==> config.mk <==
export PLATFORM = sky130hd
export DESIGN_NAME = synapse_stim_driver
export DESIGN_NICKNAME = d
export VERILOG_FILES = /design/src/rtl/snn_stim_pkg.sv /design/src/rtl/axon_prio_enc.sv /design/src/rtl/synapse_stim_driver.sv
export SDC_FILE = /design/constraint.sdc
export NUM_CORES = 1
export LEC_CHECK = 0
export CAP_MARGIN = 10
export CORE_UTILIZATION = 45
export DETAILED_ROUTE_END_ITERATION = 6
export PLACE_DENSITY = 0.86
export SYNTH_ARGS = -nofsm -noshare
export SYNTH_HDL_FRONTEND = slang
export SYNTH_SLANG_ARGS = --single-unit
==> constraint.sdc <==
create_clock -name clk -period 2.5 [get_ports clk]
set_input_delay 0.375 -clock clk [delete_from_list [all_inputs] [get_ports clk]]
set_output_delay 0.375 -clock clk [all_outputs]
set_load 0.05 [all_outputs]
==> src/rtl/snn_stim_pkg.sv <==
// ============================================================================
// snn_stim_pkg : shared state encoding and NVM row layout for the stim driver
// Revision     : 1.0
// ============================================================================
`default_nettype none

package snn_stim_pkg;

    localparam int MEM_DW   = 32;
    localparam int CONN_LSB = 0;
    localparam int STIM_LSB = 16;
    localparam int STIM_W   = 16;

    typedef enum logic [2:0] {
        IDLE  = 3'd0,
        SCAN  = 3'd1,
        REQ   = 3'd2,
        APPLY = 3'd3,
        DONE  = 3'd4
    } state_e;

endpackage

`default_nettype wire

==> src/rtl/axon_prio_enc.sv <==
// ============================================================================
// axon_prio_enc : combinational lowest-set-bit encoder over the pending axons
// Revision      : 1.0
// ============================================================================
`default_nettype none

module axon_prio_enc
    import snn_stim_pkg::*;
#(
    parameter int NUM_AXON = 32,
    parameter int AXON_AW  = 5
) (
    input  logic [NUM_AXON-1:0] vec_i,
    output logic [AXON_AW-1:0]  idx_o,
    output logic                any_o
);

    // Descending walk so the lowest set bit is the last assignment to win.
    always_comb begin
        idx_o = '0;
        any_o = |vec_i;
        for (int i = NUM_AXON - 1; i >= 0; i--) begin
            if (vec_i[i]) begin
                idx_o = i[AXON_AW-1:0];
            end
        end
    end

endmodule

`default_nettype wire

==> src/rtl/synapse_stim_driver.sv <==
// ============================================================================
// synapse_stim_driver : walks active axons, fetches synapse rows from NVM and
//                       strobes them into the neuron accumulator.
// Optional build macro: SYNAPSE_STIM_SKIP_ZERO_EN (skip rows with empty mask)
// Revision            : 1.0
// ============================================================================
`default_nettype none

module synapse_stim_driver
    import snn_stim_pkg::*;
#(
    parameter int NUM_AXON   = 32,
    parameter int NUM_NEURON = 16,
    parameter int AXON_AW    = 5
) (
    input  logic                  clk,
    input  logic                  rst_n,
    input  logic [NUM_AXON-1:0]   spike_in,
    input  logic                  spike_in_last,
    input  logic                  spike_in_valid,
    output logic                  spike_in_ready,
    output logic                  mem_req,
    output logic [AXON_AW-1:0]    mem_addr,
    input  logic                  mem_ack,
    input  logic [MEM_DW-1:0]     mem_rdata,
    output logic [STIM_W-1:0]     stimuli,
    output logic [NUM_NEURON-1:0] connection,
    output logic                  enable,
    output logic                  picture_done,
    output logic                  busy
);

    state_e                 state_q, state_d;
    logic [NUM_AXON-1:0]    pending_q, pending_d;
    logic                   last_q, last_d;
    logic [AXON_AW-1:0]     addr_q, addr_d;
    logic [STIM_W-1:0]      stim_q, stim_d;
    logic [NUM_NEURON-1:0]  conn_q, conn_d;

    logic [AXON_AW-1:0]     w_idx;
    logic                   w_any;
    logic [NUM_NEURON-1:0]  w_row_conn;
    logic [STIM_W-1:0]      w_row_stim;

    assign w_row_conn = mem_rdata[CONN_LSB +: NUM_NEURON];
    assign w_row_stim = mem_rdata[STIM_LSB +: STIM_W];

    axon_prio_enc #(
        .NUM_AXON (NUM_AXON),
        .AXON_AW  (AXON_AW)
    ) u_prio_enc (
        .vec_i (pending_q),
        .idx_o (w_idx),
        .any_o (w_any)
    );

    always_ff @(posedge clk or negedge rst_n) begin
        if (!rst_n) begin
            state_q   <= IDLE;
            pending_q <= '0;
            last_q    <= 1'b0;
            addr_q    <= '0;
            stim_q    <= '0;
            conn_q    <= '0;
        end else begin
            state_q   <= state_d;
            pending_q <= pending_d;
            last_q    <= last_d;
            addr_q    <= addr_d;
            stim_q    <= stim_d;
            conn_q    <= conn_d;
        end
    end

    always_comb begin
        state_d   = state_q;
        pending_d = pending_q;
        last_d    = last_q;
        addr_d    = addr_q;
        stim_d    = stim_q;
        conn_d    = conn_q;
        case (state_q)
            IDLE: begin
                if (spike_in_valid) begin
                    pending_d = spike_in;
                    last_d    = spike_in_last;
                    state_d   = SCAN;
                end
            end
            SCAN: begin
                if (w_any) begin
                    addr_d  = w_idx;
                    state_d = REQ;
                end else if (last_q) begin
                    state_d = DONE;
                end else begin
                    state_d = IDLE;
                end
            end
            REQ: begin
                if (mem_ack) begin
                    pending_d[addr_q] = 1'b0;
`ifdef SYNAPSE_STIM_SKIP_ZERO_EN
                    if (w_row_conn == '0) begin
                        state_d = SCAN;
                    end else begin
                        stim_d  = w_row_stim;
                        conn_d  = w_row_conn;
                        state_d = APPLY;
                    end
`else
                    stim_d  = w_row_stim;
                    conn_d  = w_row_conn;
                    state_d = APPLY;
`endif
                end
            end
            APPLY: begin
                state_d = SCAN;
            end
            DONE: begin
                last_d  = 1'b0;
                state_d = IDLE;
            end
            default: begin
                state_d = IDLE;
            end
        endcase
    end

    // Ready is qualified by rst_n so every output reads 0 while reset is held.
    assign spike_in_ready = (state_q == IDLE) && rst_n;
    assign mem_req        = (state_q == REQ);
    assign mem_addr       = addr_q;
    assign enable         = (state_q == APPLY);
    assign picture_done   = (state_q == DONE);
    assign busy           = (state_q != IDLE);
    assign stimuli        = stim_q;
    assign connection     = conn_q;

endmodule

`default_nettype wire

==> flow_summary.yaml <==
global_routing:
  grt_pass1_wl_mm: 16.39
  grt_pass1_vias: 3137
  grt_max_degree: 74
  grtUsageTotal: 0.2540
  antenna_found_initial: 0
  grt-ovfl-total: 0
floorplan:
  start_util: 0.4756
  die_area_um2: 8188
  die_w_um: 90.49
  boundaryPins: 111
  rows: 31
  fp.dieH_um: 90.49
  core_um2: 7408
detailed_routing:
  wl_per_cell_um: 17.01
  vias: 3186
  drtIter0Drc: 264
  drt_wl_total_mm: 9.694
  ant_nets: 0
  drc_errors: 0
  dr.pass1.iters: 5
  viasPerCell: 5.589
yosys:
  syn_avg_cell_area_um2: 9.953
  synthArstFlopShare: 1.000
  yosys-top-cells-area: "dfrtp_1 52%, mux2_1 7.4%, o21ai_0 5.0%"
  synthCells: 354
  synth-seq-cells: 73
  synth_top_family_by_area: "compound AO/OA/AOI/OAI gates"
  ys_top_cells_by_count: "73 x dfrtp_1, 42 x nand2_1, 35 x o21ai_0"
  syn_area_um2: 3523
  ys_types: 42
  ys.flop_type: "dfrtp_1"
  ys_warn_count: 0
  synth_top_area_frac: 0.5185
  synth-compound-area-share: 0.1722
  yosys.area_share.adder: 0
  synth_top_area_cell: "dfrtp_1"
  synthMuxAreaShare: 0.1051
  syn_nets: 423
  ys_seq_area_frac: 0.5185
  yosysMostFrequentCell: "dfrtp_1"
  synth-xor-area-share: 0
  synthSimpleGateAreaFrac: 0.1705
  synth_edf_count: 0
cts:
  cts_num_sinks: 73
  cts_resized: 0
  path_clk_slew_ns: 0.08
  cts_root_buffer: "clkbuf_8"
  cts_hold_buffers: 0
  insertion_delay_ns: 0.35
  clock_path_buffers: 2
  cts_buffers: 9
  cts_setup_buffers: 0
  cts_tree: "yes"
  htree_levels: 3
timing:
  final_hold_viol_count: 0
  slew_headroom: 0.3943
  setup_viol: 0
  fin_ws_ns: 0.1322
  clock-skew-final_ns: 0.007724
  rsz0062_at_grt: "false"
  drv_slew: 0
  totalNegativeSetupSlack_ns: 0
  min_period_over_period: 0.9471
  fin_crit_ns: 2.368
  max_freq_mhz: 422.3
  worst_slew_pin_slew_ns: 0.9086
placed_design:
  dpl.hpwl_mm: 7.032
  port_buffers: 110
  gp_congestion: 0.8962
  preCtsSetupSlack_ns: 0.4723
final_layout:
  fillCellCount: 556
  nets: 535
  final_util: 0.6779
  seq_area_um2: 1827
  layout-drive-gt1-share: 0.08705
  antenna_cells: 0
  area_growth_pct: 42.54
  multi_input_area_um2: 1578
critical_path:
  critical_path.cell_chain: "nor2_1 > and2_1 > clkdlybuf4s50_1"
  worst-path-max-fanout: 8
  cp.depth: 3
  required_ns: 2.12
  critPathTopFamily: "buffers and inverters"
  crit_slowest_cell: "clkdlybuf4s50_1"
  max_stage_delay_ns: 0.83
  r2r_cells: 5
  cp.arrival_ns: 1.99
  crit_type: "reg2out"
  end_kind: "output port"
  path_buf_inv: 1
  cp-start-kind: "flop"
power_and_ir_drop:
  p_per_area_nw_per_um2: 1469
  p_leak_nw: 2.094
  peakVddDrop_v: 0.0005058
worst_hold_path:
  hold_class: "in2async"
run_status:
  status: "completed"
flow_run:
  maxCapViolations: 0
==> per-stage QoR <==
step                      cell area [um^2]  cells  hold WS (ns)  power (mW)
after floorplan                       3523    354       0.07941       4.815
after global routing                  5022    570        0.3580       7.797
after CTS                             5022    570        0.3112       7.384
after global placement                4780    554        0.4661       6.115
after detailed placement              4780    554        0.4751       6.242
final                                 5022    570        0.2711       7.377
==> sequential cells by signal, indices dropped and copies added (netlist names) <==
name	flops
last_q	1
mem_addr	5
state_q	3
connection	16
pending_q	32
stimuli	16
==> power breakdown <==
| group | total, mW | internal, mW | switching, mW |
|---|---|---|---|
| Sequential | 2.33 | 1.75 | 0.572 |
| Combinational | 3.92 | 1.52 | 2.39 |
| Clock | 1.14 | 0.669 | 0.467 |
==> cell type report <==
class                      count  share of cell area
tap                           99             0.02466
clock inverter                 6             0.02292
multi-input combinational    252              0.3141
clock buffer                  10             0.02541
inverter                      10            0.007474
sequential                    73              0.3637
timing repair buffer         120              0.2417
==> routing by layer <==
| layer | vias to the layer above | part of all wire | GRT usage |
|---|---|---|---|
| li1 | 1495 | - | - |
| met1 | 1494 | 0.43 | 0.3438 |
| met2 | 181 | 0.48 | 0.4072 |
| met3 | 16 | 0.076 | 0.04798 |
| met4 | 0 | 0.017 | 0.09140 |
| met5 | - | 0 | 0 |
==> cells in the final DEF, fill, tap and decap left out, types with 3 or more instances in the layout <==
cell type | netlist | final
clkdlybuf4s50_1 | 0 | 106
inv_1 | 10 | 10
buf_4 | 2 | 9
nor3_1 | 12 | 12
o21ai_0 | 35 | 35
or4_1 | 3 | 3
nor3b_1 | 3 | 3
a21oi_1 | 21 | 21
bufinv_16 | 0 | 3
clkbuf_8 | 0 | 9
o31ai_1 | 4 | 4
buf_12 | 0 | 4
and2_1 | 4 | 4
o21ai_1 | 4 | 4
nand2b_1 | 6 | 6
nor4_1 | 5 | 5
a22o_1 | 14 | 14
nor2_1 | 29 | 29
nor2b_1 | 3 | 3
nand3b_1 | 3 | 3
mux2_2 | 9 | 9
nand2_1 | 42 | 42
nand4_1 | 3 | 3
a31oi_1 | 5 | 5
mux2_1 | 23 | 23
dfrtp_1 | 73 | 73
==> worst paths after layout <==
check                                  from              to  slack, ns
worst max-delay path             state_q[0]    picture_done       0.13
worst min-delay path                  rst_n  connection[11]       0.27
worst max register to register   state_q[2]   connection[7]       0.52
worst min register to register  stimuli[12]     stimuli[12]       0.49
max in group asynchronous             rst_n    pending_q[6]       1.64
min in group clk                stimuli[12]     stimuli[12]       0.49
==> cell families after synthesis <==
family                 count (synthesis)
DFF                                   73
buffers and inverters                 29
and+or+nand+nor                      121
AOI/OAI and AO/OA                     98
muxes                                 33
No activity file was read; power rests on OpenSTA's default activity.
